File: src/rtl/fifo_sync_param.sv
// Parametrised single-clock FIFO with almost-full/empty flags, occupancy and error pulses.
// Define FIFO_SYNC_FWFT_EN for first-word-fall-through output; the default is registered read.
module fifo_sync_param #(
    parameter int WIDTH     = 32,
    parameter int DEPTH     = 8,
    parameter int AF_THRESH = 6,
    parameter int AE_THRESH = 2
) (
    input  logic                     Clk,
    input  logic                     Rst,
    input  logic                     EN,
    input  logic                     WR,
    input  logic [WIDTH-1:0]         dataIn,
    input  logic                     RD,
    output logic [WIDTH-1:0]         dataOut,
    output logic                     VALID,
    output logic                     EMPTY,
    output logic                     FULL,
    output logic                     ALMOST_EMPTY,
    output logic                     ALMOST_FULL,
    output logic [$clog2(DEPTH):0]   COUNT,
    output logic                     OVERFLOW,
    output logic                     UNDERFLOW
);
    localparam int AW = $clog2(DEPTH);
    localparam logic [AW:0] DEPTH_C = (AW+1)'(DEPTH);
    localparam logic [AW:0] AF_C    = (AW+1)'(AF_THRESH);
    localparam logic [AW:0] AE_C    = (AW+1)'(AE_THRESH);

    logic [WIDTH-1:0] mem [DEPTH];

    logic [AW-1:0] wr_ptr_reg, rd_ptr_reg;
    logic [AW:0]   count_reg, count_next;
    logic          overflow_reg, underflow_reg;
    logic          wr_ok, rd_ok;

    assign EMPTY        = (count_reg == '0);
    assign FULL         = (count_reg == DEPTH_C);
    assign ALMOST_EMPTY = (count_reg <= AE_C);
    assign ALMOST_FULL  = (count_reg >= AF_C);
    assign COUNT        = count_reg;
    assign OVERFLOW     = overflow_reg;
    assign UNDERFLOW    = underflow_reg;

    // A full FIFO still takes a write when the same cycle pops a word.
    always_comb begin
        wr_ok      = EN & WR & (~FULL | RD);
        rd_ok      = EN & RD & ~EMPTY;
        count_next = count_reg;
        case ({wr_ok, rd_ok})
            2'b10:   count_next = count_reg + 1'b1;
            2'b01:   count_next = count_reg - 1'b1;
            default: count_next = count_reg;
        endcase
    end

    always_ff @(posedge Clk) begin
        if (!Rst && wr_ok)
            mem[wr_ptr_reg] <= dataIn;
    end

    always_ff @(posedge Clk) begin
        if (Rst) begin
            wr_ptr_reg    <= '0;
            rd_ptr_reg    <= '0;
            count_reg     <= '0;
            overflow_reg  <= 1'b0;
            underflow_reg <= 1'b0;
        end else if (EN) begin
            if (wr_ok) wr_ptr_reg <= wr_ptr_reg + 1'b1;
            if (rd_ok) rd_ptr_reg <= rd_ptr_reg + 1'b1;
            count_reg     <= count_next;
            overflow_reg  <= WR & ~wr_ok;
            underflow_reg <= RD & ~rd_ok;
        end else begin
            overflow_reg  <= 1'b0;
            underflow_reg <= 1'b0;
        end
    end

`ifdef FIFO_SYNC_FWFT_EN
    // Head word is presented directly; RD only acknowledges it.
    assign dataOut = mem[rd_ptr_reg];
    assign VALID   = ~EMPTY;
`else
    logic [WIDTH-1:0] data_out_reg;
    logic             valid_reg;

    always_ff @(posedge Clk) begin
        if (Rst) begin
            data_out_reg <= '0;
            valid_reg    <= 1'b0;
        end else if (EN) begin
            valid_reg <= rd_ok;
            if (rd_ok) data_out_reg <= mem[rd_ptr_reg];
        end
    end

    assign dataOut = data_out_reg;
    assign VALID   = valid_reg;
`endif

endmodule

File: config.mk
export PLATFORM = sky130hd
export DESIGN_NAME = fifo_sync_param
export DESIGN_NICKNAME = d
export VERILOG_FILES = /design/src/rtl/fifo_sync_param.sv
export SDC_FILE = /design/constraint.sdc
export NUM_CORES = 1
export LEC_CHECK = 0
export BUFFER_PORTS_ARGS = -buffer_cell sky130_fd_sc_hd__buf_2
export CAP_MARGIN = 25
export CORE_MARGIN = 5
export CORE_UTILIZATION = 50
export DETAILED_ROUTE_END_ITERATION = 10
export GPL_TIMING_DRIVEN = 0
export HOLD_SLACK_MARGIN = 0.12
export PLACE_DENSITY = 0.68
export REMOVE_ABC_BUFFERS = 1
export SYNTH_ARGS = -nofsm -noshare
export SYNTH_HDL_FRONTEND = slang
export SYNTH_SLANG_ARGS = --single-unit
File: constraint.sdc
create_clock -name Clk -period 14.25 [get_ports Clk]
set_input_delay 2.85 -clock Clk [delete_from_list [all_inputs] [get_ports Clk]]
set_output_delay 2.85 -clock Clk [all_outputs]
set_load 0.005 [all_outputs]
# Word-level counts from Yosys, hierarchy flattened
# Memory sizes are Yosys's and may differ from the RTL's. A register that Yosys moved wholly into a read port is not among the register bits.
# Cells that the tools add are included.
word_totals:
  inputBits: 37
  wordCells: 39
  output_inout_bits: 43
  reg_bits: 13
  mem_count: 1
  ram_bits: 256
classes:
  n_eq_ne: 3
  mux: 3
  n_bitwise: 12
  n_reduce_logical: 8
  add_sub_neg: 4
  order_cmp: 2
mem_list:
  columns: ["memory", "words", "width", "rd", "rd_ports_with_merged_regs", "write_ports", "line", "text"]
  rows:
  - ["mem", 8, 32, 1, 1, 1, "30", "logic [WIDTH-1:0] mem [DEPTH];"]
op_table:
  columns: ["op", "count"]
  rows:
  - ["$pmux 4 s2", 1]
  - ["$add 3x1->3 const B", 2]
  - ["$and 1x1->1", 6]
  - ["$reduce_and 2->1", 3]
  - ["$not 1->1", 5]
  - ["$add 4x1->4 const B", 1]
  - ["$eq 4x4->1 const B", 1]
  - ["$ge 4x3->1 const B", 1]
  - ["$le 4x2->1 const B", 1]
  - ["$logic_not 4->1", 1]
  - ["$sub 4x1->4 const B", 1]
  - ["$eq 2x1->1 const B", 1]
  - ["$eq 2x2->1 const B", 1]
  - ["$mux 1", 2]
  - ["$reduce_bool 2->1", 1]
  - ["$reduce_or 2->1", 1]
  - ["$logic_and 1x1->1", 1]
  - ["$logic_not 1->1", 1]
  - ["$or 1x1->1", 1]

# Logic depth before layout (Yosys ltp)
depth:
  word_depth: 7
  ltp_mapped: 12
  mapped_depth_nobuf: 9

# Least setup slack after synthesis
# No wires, ideal clock.
synth_timing:
  kind: "input to register"
  from: "input Rst"
  to: "memory mem[0][0], enable pin"
  setup_ps: 461
  slack_ps: 7821
  cell_stages: 5
  t_required_ps: 13789
  path_buffers: 1
  arrival_time_ps: 5968
  path_cell_list: "clkbuf_1 > nor2b_1 > nand2_1 > or3b_2 > nor3_1"
synth_via:
  elab_chain_cells: 4
synth_lines:
  columns: ["item", "line", "text"]
  rows:
  - ["start: declaration", "10", "input logic Rst,"]
  - ["$logic_not 1->1", "58", "if (!Rst && wr_ok)"]
  - ["$logic_and 1x1->1", "58", null]
  - ["$mux 1", "58", null]
  - ["$mux 1 (implied by the code)", "59", "mem[wr_ptr_reg] <= dataIn;"]
  - ["end: declaration", "30", null]
# No other way between the ends.

# Final worst setup path
layout_timing:
  from: "input Rst"
  to: "memory mem[0][13], enable pin"
# Same word-level chain as after synthesis.

==> summary.txt <==
status: finished clean
Synth area leaders: edfxtp_1 67%, mux4_2 13%, dfxtp_1 7.8%
Avg Cell Area, Syn: 20.24 um^2
Synth area leader: edfxtp_1
first-pass GRT wire length: 33,710 um
clock root buffer: clkbuf_16
final hold violations: 0
Starting Density: 0.5070
# setup viols final: 0
number of setup buffers added after CTS: 0
H-tree depth: 1
antenna violation net count after detailed routing: 0
HP Class: flop to flop
post_cts resized: 0
DRC viols: 0
max reg flops: 256
clk_lat worst skew: 560 ps
CTS Buf Count: 30
full die area: 26,090 um^2
CP Capture Type: flop
number of cells on the critical path: 10
Fmax: 189.0 MHz
DIE WIDTH: 161.5 um
critical path's slowest cell: or3b_2
WP buf/inv: 6
share of Yosys cell area claimed by the top area cell type: 0.6697
worst slew pin tran: 748.4 ps
dpl cell area: 12,440 um^2
Cell Chain, Critical Path: buf_2 > buf_12 > nor2b_1 > nand2_1 > or3b_2 > nor3_2 > buf_6 > buf_8 > buf_6 > buf_8
leakage: 4.317 nW
post-layout util: 0.5930
Yosys reg bits: 301
Reg2Reg Depth: 9
CP startpoint: Rst
cell count after synthesis: 567
Max clock buf depth: 3
row count: 55
CP top delay family: simple AND/OR/NAND/NOR gates
Final nets: 704
area taken by multi-input logic gates: 2743 um^2
Reg-to-Reg End: COUNT[3]
Total GRT Usage: 0.1678
final worst path period share: 0.3712
pin count of the biggest net entering global routing: 61
clk slew on worst S/H paths: 60 ps
arrival time worst endpoint: 5560 ps
wire length after detailed routing: 21,650 um
crit path launch type: input pin
CTS tree: built
sequential cell area: 8597 um^2
n_diodes: 0
initial drt markers: 376
GRT Residual Overflow: 0
Area growth syn-to-layout: 16.97%
Top-Level Pins: 80
DP Cell Count: 916
Max Cap Viol: 0
Final Wtd Congestion: 0.7379
core area: 22,640 um^2
IR drop worst, VDD: 0.1055 mV
vias per inst: 5.658
setup TNS: 0 ps
r2r startpoint: COUNT[3]
cell area power density: 135.1 nW/um^2
Port Buffers: 79
commonest non-fill, non-tap cell in the layout: edfxtp_1
max incr delay on CP: 580 ps
Post-Layout Inst Area: 13,430 um^2
CP Class: input pin to flop
sequential share of the synthesized area: 0.7482
Hold-fix buffers, CTS: 0
R2R Setup Slk: 11,170 ps
maximum fanout along the worst path: 33
vias in the first global route: 5,920
min cycle time layout: 5290 ps
YS warnings: 0
clk sinks: 301
Critical Path Sink: mem[0][13]
number of distinct library cells after synthesis: 39
worst endpoint required time: 14,520 ps
vias after detailed routing: 5,494
share of cells above drive strength 1: 0.3499
Die Ht: 161.5 um
Syn Std Cell Area: 11,480 um^2
max-slew violation count: 0
largest reg by FF count: mem
fin cells: 971
Slew HR: 0.5004
hpwl dp: 12,990 um
WL/cell: 22.30 um
drt pass-1 iters: 4
fillcell total: 1,654
initial antenna violation count: 2
RSZ-0062 raised after global routing: no
most frequent cells in the layout: 256 x edfxtp_1, 79 x buf_2, 64 x mux4_2
skew final: 14.91 ps
-- synth_stat cells --
cell,instances
a311oi_1,1
nor2_1,49
a211oi_2,20
nand3_1,2
a21oi_1,3
a41o_1,1
nor4b_1,1
buf_2,12
inv_2,1
nand2b_1,3
edfxtp_1,256
xor2_1,4
and3_1,1
a211oi_1,13
or4_4,1
a311oi_2,1
buf_6,4
o21ai_0,1
buf_1,1
nor3_1,4
clkbuf_1,12
buf_4,5
or3_1,1
inv_1,2
nor2b_1,3
mux2_4,1
nand2_1,6
dfxtp_1,45
nand4_1,2
o211a_1,1
ha_1,4
a21o_1,1
nand3_4,1
and2_1,1
mux2i_1,35
xnor2_1,2
mux4_2,64
nand3b_1,1
or3b_2,1
-- worst min path at each step --
stage	startpoint	slack [ps]	endpoint	depth (start not counted)
after floorplan	VALID	460	VALID	2
after global placement	VALID	460	VALID	2
after detailed placement	VALID	470	VALID	2
after CTS	VALID	480	VALID	2
after global routing	VALID	520	VALID	2
final	VALID	470	VALID	2
-- power breakdown --
group | leakage (nW) | switching, mW | internal (mW)
combinational | 1.16 | 0.0359 | 0.0297
clock | 0.482 | 0.309 | 0.468
sequential | 2.67 | 0.00677 | 0.964
-- cell type report --
type,instances,area share
clock inverter,15,0.01333
multi-input combinational,229,0.2043
timing repair buffer,98,0.05452
tap,285,0.02656
clock buffer,40,0.06020
sequential,301,0.6403
inverter,3,0.0008387
-- worst min-delay path, delay by kind of cell, from the launching register on --
family | cells | cell delay, ps
flops | 1 | 310
simple gates | 1 | 60
compound gates | 1 | 60
-- cell families after synthesis --
family,after synthesis,synth area share
adders and majority gates,4,0.004360
buffers and inverters,37,0.01766
xor gates and xnor gates,6,0.004578
DFF,301,0.7482
AOI/OAI and AO/OA,42,0.03652
and+or+nand+nor,77,0.03129
muxes,100,0.1574
-- routing by layer --
metal,vias to the layer above,share of wire,global-route usage
met5,-,0.0012,0
met4,4,0.019,0.03916
met3,38,0.070,0.03674
met2,149,0.51,0.2887
met1,2810,0.40,0.2212
li1,2493,-,-
-- stage by stage --
step | total power [mW] | hold slack, ps | setup WS, ps
2_1_floorplan | 1.024 | 459.7 | 8001
3_3_place_gp | 1.051 | 459.9 | 4985
3_5_place_dp | 1.056 | 472.5 | 8353
4_1_cts | 1.832 | 483.2 | 8931
5_1_grt | 1.876 | 516.7 | 8829
6_report | 1.814 | 474.9 | 8960
Note: power is estimated with default switching activity, not from simulation.
